**src/rtl/pcie_link_supervisor.sv**
```systemverilog
// pcie_link_supervisor: PERST# qualification, PCIe core reset sequencing, link supervision and status LEDs
`timescale 1ns/1ps
module pcie_link_supervisor #(
    parameter int HOLD_CYC    = 25000000,
    parameter int STABLE_CYC  = 250000,
    parameter int TIMEOUT_CYC = 250000000,
    parameter int MAX_RETRY   = 3,
    parameter int BLINK_CYC   = 125000000
) (
    input  logic        clk,
    input  logic        rst_n,
    input  logic        pcie_perst_n,
    input  logic        pcie_link_up,
    input  logic        clr_cnt,
    output logic        core_rst_n,
    output logic        link_good,
    output logic [2:0]  state,
    output logic [3:0]  retry_cnt,
    output logic [15:0] drop_cnt,
    output logic [7:0]  LED
);
    localparam logic [2:0] IDLE = 3'd0, HOLD = 3'd1, TRAIN = 3'd2, UP = 3'd3, LOST = 3'd4, FAIL = 3'd5;
    localparam int HW = $clog2(HOLD_CYC + 1);
    localparam int SW = $clog2(STABLE_CYC + 1);
    localparam int TW = $clog2(TIMEOUT_CYC + 1);
    localparam int BW = $clog2(BLINK_CYC + 1);

    logic [1:0]    perst_sync_q, link_sync_q;
    logic          perst_s, link_s;
    logic [2:0]    state_q, state_d;
    logic [HW-1:0] hold_q, hold_d;
    logic [SW-1:0] stab_q, stab_d;
    logic [TW-1:0] tmo_q, tmo_d;
    logic [3:0]    retry_q, retry_d;
    logic [15:0]   drop_q, drop_d;
    logic [BW-1:0] blink_cnt_q, blink_cnt_d;
    logic          blink_q, blink_d;
    logic          core_rst_n_q, core_rst_n_d, link_good_q, link_good_d;
    logic [7:0]    led_q, led_d;

    assign perst_s = perst_sync_q[1];
    assign link_s  = link_sync_q[1];

    always_comb begin
        state_d = state_q;
        hold_d  = hold_q;
        stab_d  = stab_q;
        tmo_d   = tmo_q;
        retry_d = retry_q;
        case (state_q)
            IDLE: if (perst_s) begin
                state_d = HOLD;
                hold_d  = '0;
            end
            HOLD: if (hold_q == HW'(HOLD_CYC - 1)) begin
                state_d = TRAIN;
                tmo_d   = '0;
                stab_d  = '0;
            end else begin
                hold_d = hold_q + HW'(1);
            end
            TRAIN: begin
                tmo_d  = tmo_q + TW'(1);
                stab_d = link_s ? stab_q + SW'(1) : '0;
                // a link that qualifies on the timeout cycle still counts as up
                if (stab_q == SW'(STABLE_CYC)) begin
                    state_d = UP;
                end else if (tmo_q == TW'(TIMEOUT_CYC - 1)) begin
                    retry_d = retry_q + 4'd1;
                    state_d = (retry_d == 4'(MAX_RETRY)) ? FAIL : HOLD;
                    hold_d  = '0;
                end
            end
            UP:      state_d = link_s ? UP : LOST;
            LOST: begin
                state_d = HOLD;
                hold_d  = '0;
            end
            FAIL:    state_d = FAIL;
            default: state_d = IDLE;
        endcase
        if (!perst_s) state_d = IDLE;
        if (state_d == IDLE || state_d == UP) retry_d = '0;
        drop_d = clr_cnt ? '0 : (state_q == LOST && drop_q != 16'hFFFF) ? drop_q + 16'd1 : drop_q;
        blink_cnt_d = (blink_cnt_q == BW'(BLINK_CYC - 1)) ? '0 : blink_cnt_q + BW'(1);
        blink_d = blink_q ^ (blink_cnt_q == BW'(BLINK_CYC - 1));
        core_rst_n_d = state_d == TRAIN || state_d == UP || state_d == LOST;
        link_good_d = state_d == UP;
        led_d = {drop_d[3:0], state_d == FAIL, state_d == TRAIN && blink_d, link_good_d, blink_d};
    end

    always_ff @(posedge clk or negedge rst_n) begin
        if (!rst_n) begin
            perst_sync_q <= '0;
            link_sync_q  <= '0;
            state_q      <= IDLE;
            hold_q       <= '0;
            stab_q       <= '0;
            tmo_q        <= '0;
            retry_q      <= '0;
            drop_q       <= '0;
            blink_cnt_q  <= '0;
            blink_q      <= 1'b0;
            core_rst_n_q <= 1'b0;
            link_good_q  <= 1'b0;
            led_q        <= '0;
        end else begin
            perst_sync_q <= {perst_sync_q[0], pcie_perst_n};
            link_sync_q  <= {link_sync_q[0], pcie_link_up};
            state_q      <= state_d;
            hold_q       <= hold_d;
            stab_q       <= stab_d;
            tmo_q        <= tmo_d;
            retry_q      <= retry_d;
            drop_q       <= drop_d;
            blink_cnt_q  <= blink_cnt_d;
            blink_q      <= blink_d;
            core_rst_n_q <= core_rst_n_d;
            link_good_q  <= link_good_d;
            led_q        <= led_d;
        end
    end

    assign core_rst_n = core_rst_n_q;
    assign link_good  = link_good_q;
    assign state      = state_q;
    assign retry_cnt  = retry_q;
    assign drop_cnt   = drop_q;
    assign LED        = led_q;
endmodule

```
**config.mk**
```make
export PLATFORM = sky130hd
export DESIGN_NAME = pcie_link_supervisor
export DESIGN_NICKNAME = d
export VERILOG_FILES = /design/src/rtl/pcie_link_supervisor.sv
export SDC_FILE = /design/constraint.sdc
export NUM_CORES = 1
export LEC_CHECK = 0
export BUFFER_PORTS_ARGS = -buffer_cell sky130_fd_sc_hd__buf_2
export CAP_MARGIN = 20
export CORE_UTILIZATION = 25
export CTS_CLUSTER_SIZE = 16
export DETAILED_ROUTE_END_ITERATION = 10
export SLEW_MARGIN = 40
export SYNTH_ARGS = -nofsm -noshare
export SYNTH_HDL_FRONTEND = slang
export SYNTH_SLANG_ARGS = --single-unit
```
**constraint.sdc**
```tcl
create_clock -name clk -period 3.6 [get_ports clk]
set_clock_uncertainty 0.2 [all_clocks]
set_input_delay 1.08 -clock clk [delete_from_list [all_inputs] [get_ports clk]]
set_output_delay 1.08 -clock clk [all_outputs]
set_load 0.05 [all_outputs]
```
==> impl_metrics.json <==
{
  "status": "complete, but fails checks",
  "violations": "DRC",
  "drv_cap": 0,
  "grt.total_usage_pct": 11.5,
  "setup-violations-final": 0,
  "slew_headroom_pct": 43.3,
  "async_reset_ff_share_pct": 100,
  "ys_seq_elements": 130,
  "placed_area_um2": 7320,
  "final_cell_mix": "dfrtp_1, nor2_1, nand2_1",
  "finalSetupTns_ps": 0,
  "rsz0062_at_grt": "false",
  "vias": 5508,
  "ff2ff_path_depth": 7,
  "hpwlAfterDp_um": 10400,
  "synth_area_um2": 6750,
  "layout.nets": 778,
  "cts.reportedPaths.clkPinSlew_ps": 60,
  "grt_max_degree": 61,
  "synthesis.nets": 741,
  "total_power_mw": 3.20,
  "path_class": "reg -> reg",
  "synthTopCellsByArea": "dfrtp_1, nor2_1, xnor2_1, o21ai_0, nand3_1",
  "cts_resized": 0,
  "syn_avg_cell_area_um2": 9.27,
  "path_delay_family": "simple AND/OR/NAND/NOR gates",
  "postLayoutCoreUtil_pct": 30.0,
  "io_buffers": 37,
  "initial_core_util_pct": 25.7,
  "grt_pass1_wl_um": 25800,
  "crit_path_top_delay_cell": "nor3_2",
  "fmax_mhz": 324,
  "coreArea_um2": 26300,
  "vias_per_cell": 4.95,
  "yosys_warnings": 0,
  "num_rows": 59,
  "fill_cells": 2722,
  "cp_max_fo": 19,
  "grt-ovfl-total": 0,
  "wl_per_cell_um": 13.6,
  "clkLatencyLatePin_ps": 430,
  "synth_top_area_cell": "dfrtp_1",
  "drc": 7,
  "hold_viol": 0,
  "grt_pass1_vias": 5099,
  "hold_buffers": 0,
  "finalWeightedCongestion": 0.815,
  "first_iter_violations": 500,
  "p_leak_nw": 3.33,
  "crit_path_end_kind": "register",
  "power_density_nw_per_um2": 406,
  "ir_drop_uv": 329,
  "cts_tree": "done",
  "dieWidth_um": 166,
  "cts.path.max_buffers": 2,
  "critPathRequiredTime_ps": 3720,
  "post-cts-setup-buffer-count": 0,
  "slowest_delay_ps": 680,
  "min_path_type": "reg -> reg",
  "dieArea_um2": 27700,
  "fp.dieH_um": 166,
  "period_share_pct": 85.6,
  "synth_edf_count": 0,
  "seq_area_um2": 3250,
  "crit_chain": "or4b_1 -> nor4_2 -> a21oi_2 -> nor3_2 -> buf_4 -> a311oi_1 -> a41o_1",
  "n_antenna_cell": 0,
  "holdPathStages": 0,
  "cp-start-kind": "register",
  "cts_sinks": 130,
  "drt-pass1-iter-count": 8,
  "final_common_cell": "dfrtp_1",
  "ys.flop_type": "dfrtp_1",
  "cp.arrival_ps": 3200,
  "wirelength_um": 15100,
  "fin_crit_ps": 3080,
  "antenna_left": 0,
  "antenna_found_initial": 0,
  "cp.depth": 7,
  "worst_slew_pin_slew_ps": 842,
  "drive_above_1_share_pct": 12.3,
  "cts-root-buf": "clkbuf_16",
  "finalInstanceArea_um2": 7880,
  "syn_to_final_growth_pct": 16.7,
  "io_pins": 38,
  "yosysUniqueCellTypes": 55,
  "crit_buf_inv": 1,
  "finalMaxSlewViolations": 0,
  "seq_area_frac_synth_pct": 48.2,
  "cts_made_buffers": 17,
  "syn_inst": 728,
  "synth_top_cell_area_share_pct": 48.2,
  "multiInputGateArea_um2": 3300,
  "htreeDepth": 4
}
==> cell type report <==
type	instances	share of cell area (%)
Clock inverter	13	1.43
Tap cell	335	5.32
Clock buffer	19	5.62
Sequential cell	130	41.3
Multi-Input combinational cell	552	41.9
Inverter	15	0.715
Timing Repair Buffer	49	3.73
==> metal layers <==
| layer | track usage (%) | share of wire [%] | up-vias |
|---|---|---|---|
| li1 | - | - | 2690 |
| met5 | 0 | 0 | - |
| met4 | 3.54 | 1.1 | 0 |
| met2 | 16.8 | 44 | 122 |
| met3 | 3.43 | 4.8 | 17 |
| met1 | 16.1 | 50 | 2679 |
==> per-stage QoR <==
stage / hold WS, ps / instances / setup slack, ps
detailed placement: 136 / 1081 / 497
global placement: 138 / 1081 / 557
floorplan: 131 / 728 / 735
finish: 147 / 1113 / 517
global route: 152 / 1113 / 327
CTS: 151 / 1113 / 479
==> state kept, by name, summed over array words and instances (netlist names) <==
name and count:
drop_cnt 13, perst_sync_q 2, tmo_q 28, link_sync_q 2, core_rst_n 1, stab_q 18
LED 7, hold_q 25, blink_cnt_q 27, state 3, retry_cnt 4
==> final timing paths <==
path / slack [ps] / endpoint / from
min in group asynchronous: 430 / tmo_q[15]$_DFFE_PN0P_ / rst_n
setup reg to reg: 520 / hold_q[16]$_DFFE_PN0P_ / tmo_q[16]$_DFFE_PN0P_
max in group asynchronous: 2080 / drop_cnt[15]$_DFFE_PN0P_ / rst_n
hold / removal: 150 / link_sync_q[1]$_DFF_PN0_ / link_sync_q[0]$_DFF_PN0_
hold reg to reg: 150 / link_sync_q[1]$_DFF_PN0_ / link_sync_q[0]$_DFF_PN0_
setup / recovery: 520 / hold_q[16]$_DFFE_PN0P_ / tmo_q[16]$_DFFE_PN0P_
==> worst register-to-register path, cell delays in order, from the launching register on <==
cell,delay (ps)
dfrtp_1,450
or4b_1,550
nor4_2,240
a21oi_2,270
nor3_2,690
buf_4,290
a311oi_1,70
a41o_1,230
==> cells by family after synthesis <==
kind of cell             synth area share, %
AO/OA/AOI/OAI                           9.47
buffers and inverters                   3.11
flip-flops                              48.2
AND/OR/NAND/NOR                         28.7
multiplexers                            1.67
XOR/XNOR                                7.27
adder cells (fa/ha/maj)                 1.63
==> synthesized netlist by cell type (all sizes together), types with 3 or more instances <==
library cell    n
a21oi          16
a31oi           6
and2           11
and3           15
and4            8
buf            15
clkbuf         16
dfrtp         130
ha              8
inv            15
mux2i           9
nand2          66
nand2b          3
nand3          55
nand4          27
nand4b          4
nor2           97
nor3           19
nor3b           3
nor4           14
nor4b           6
nor4bb          3
o211ai         10
o21ai          60
o31ai          10
or3            14
or4            11
or4b            5
xnor2          36
xor2           20
==> power breakdown <==
part	internal (mW)	switching (mW)	total [mW]	leakage, nW
sequential	1.47	0.0117	1.48	1.79
clock	0.922	0.719	1.64	0.276
combinational	0.0208	0.0547	0.0755	1.26
Note: power is estimated with default switching activity, not from simulation.
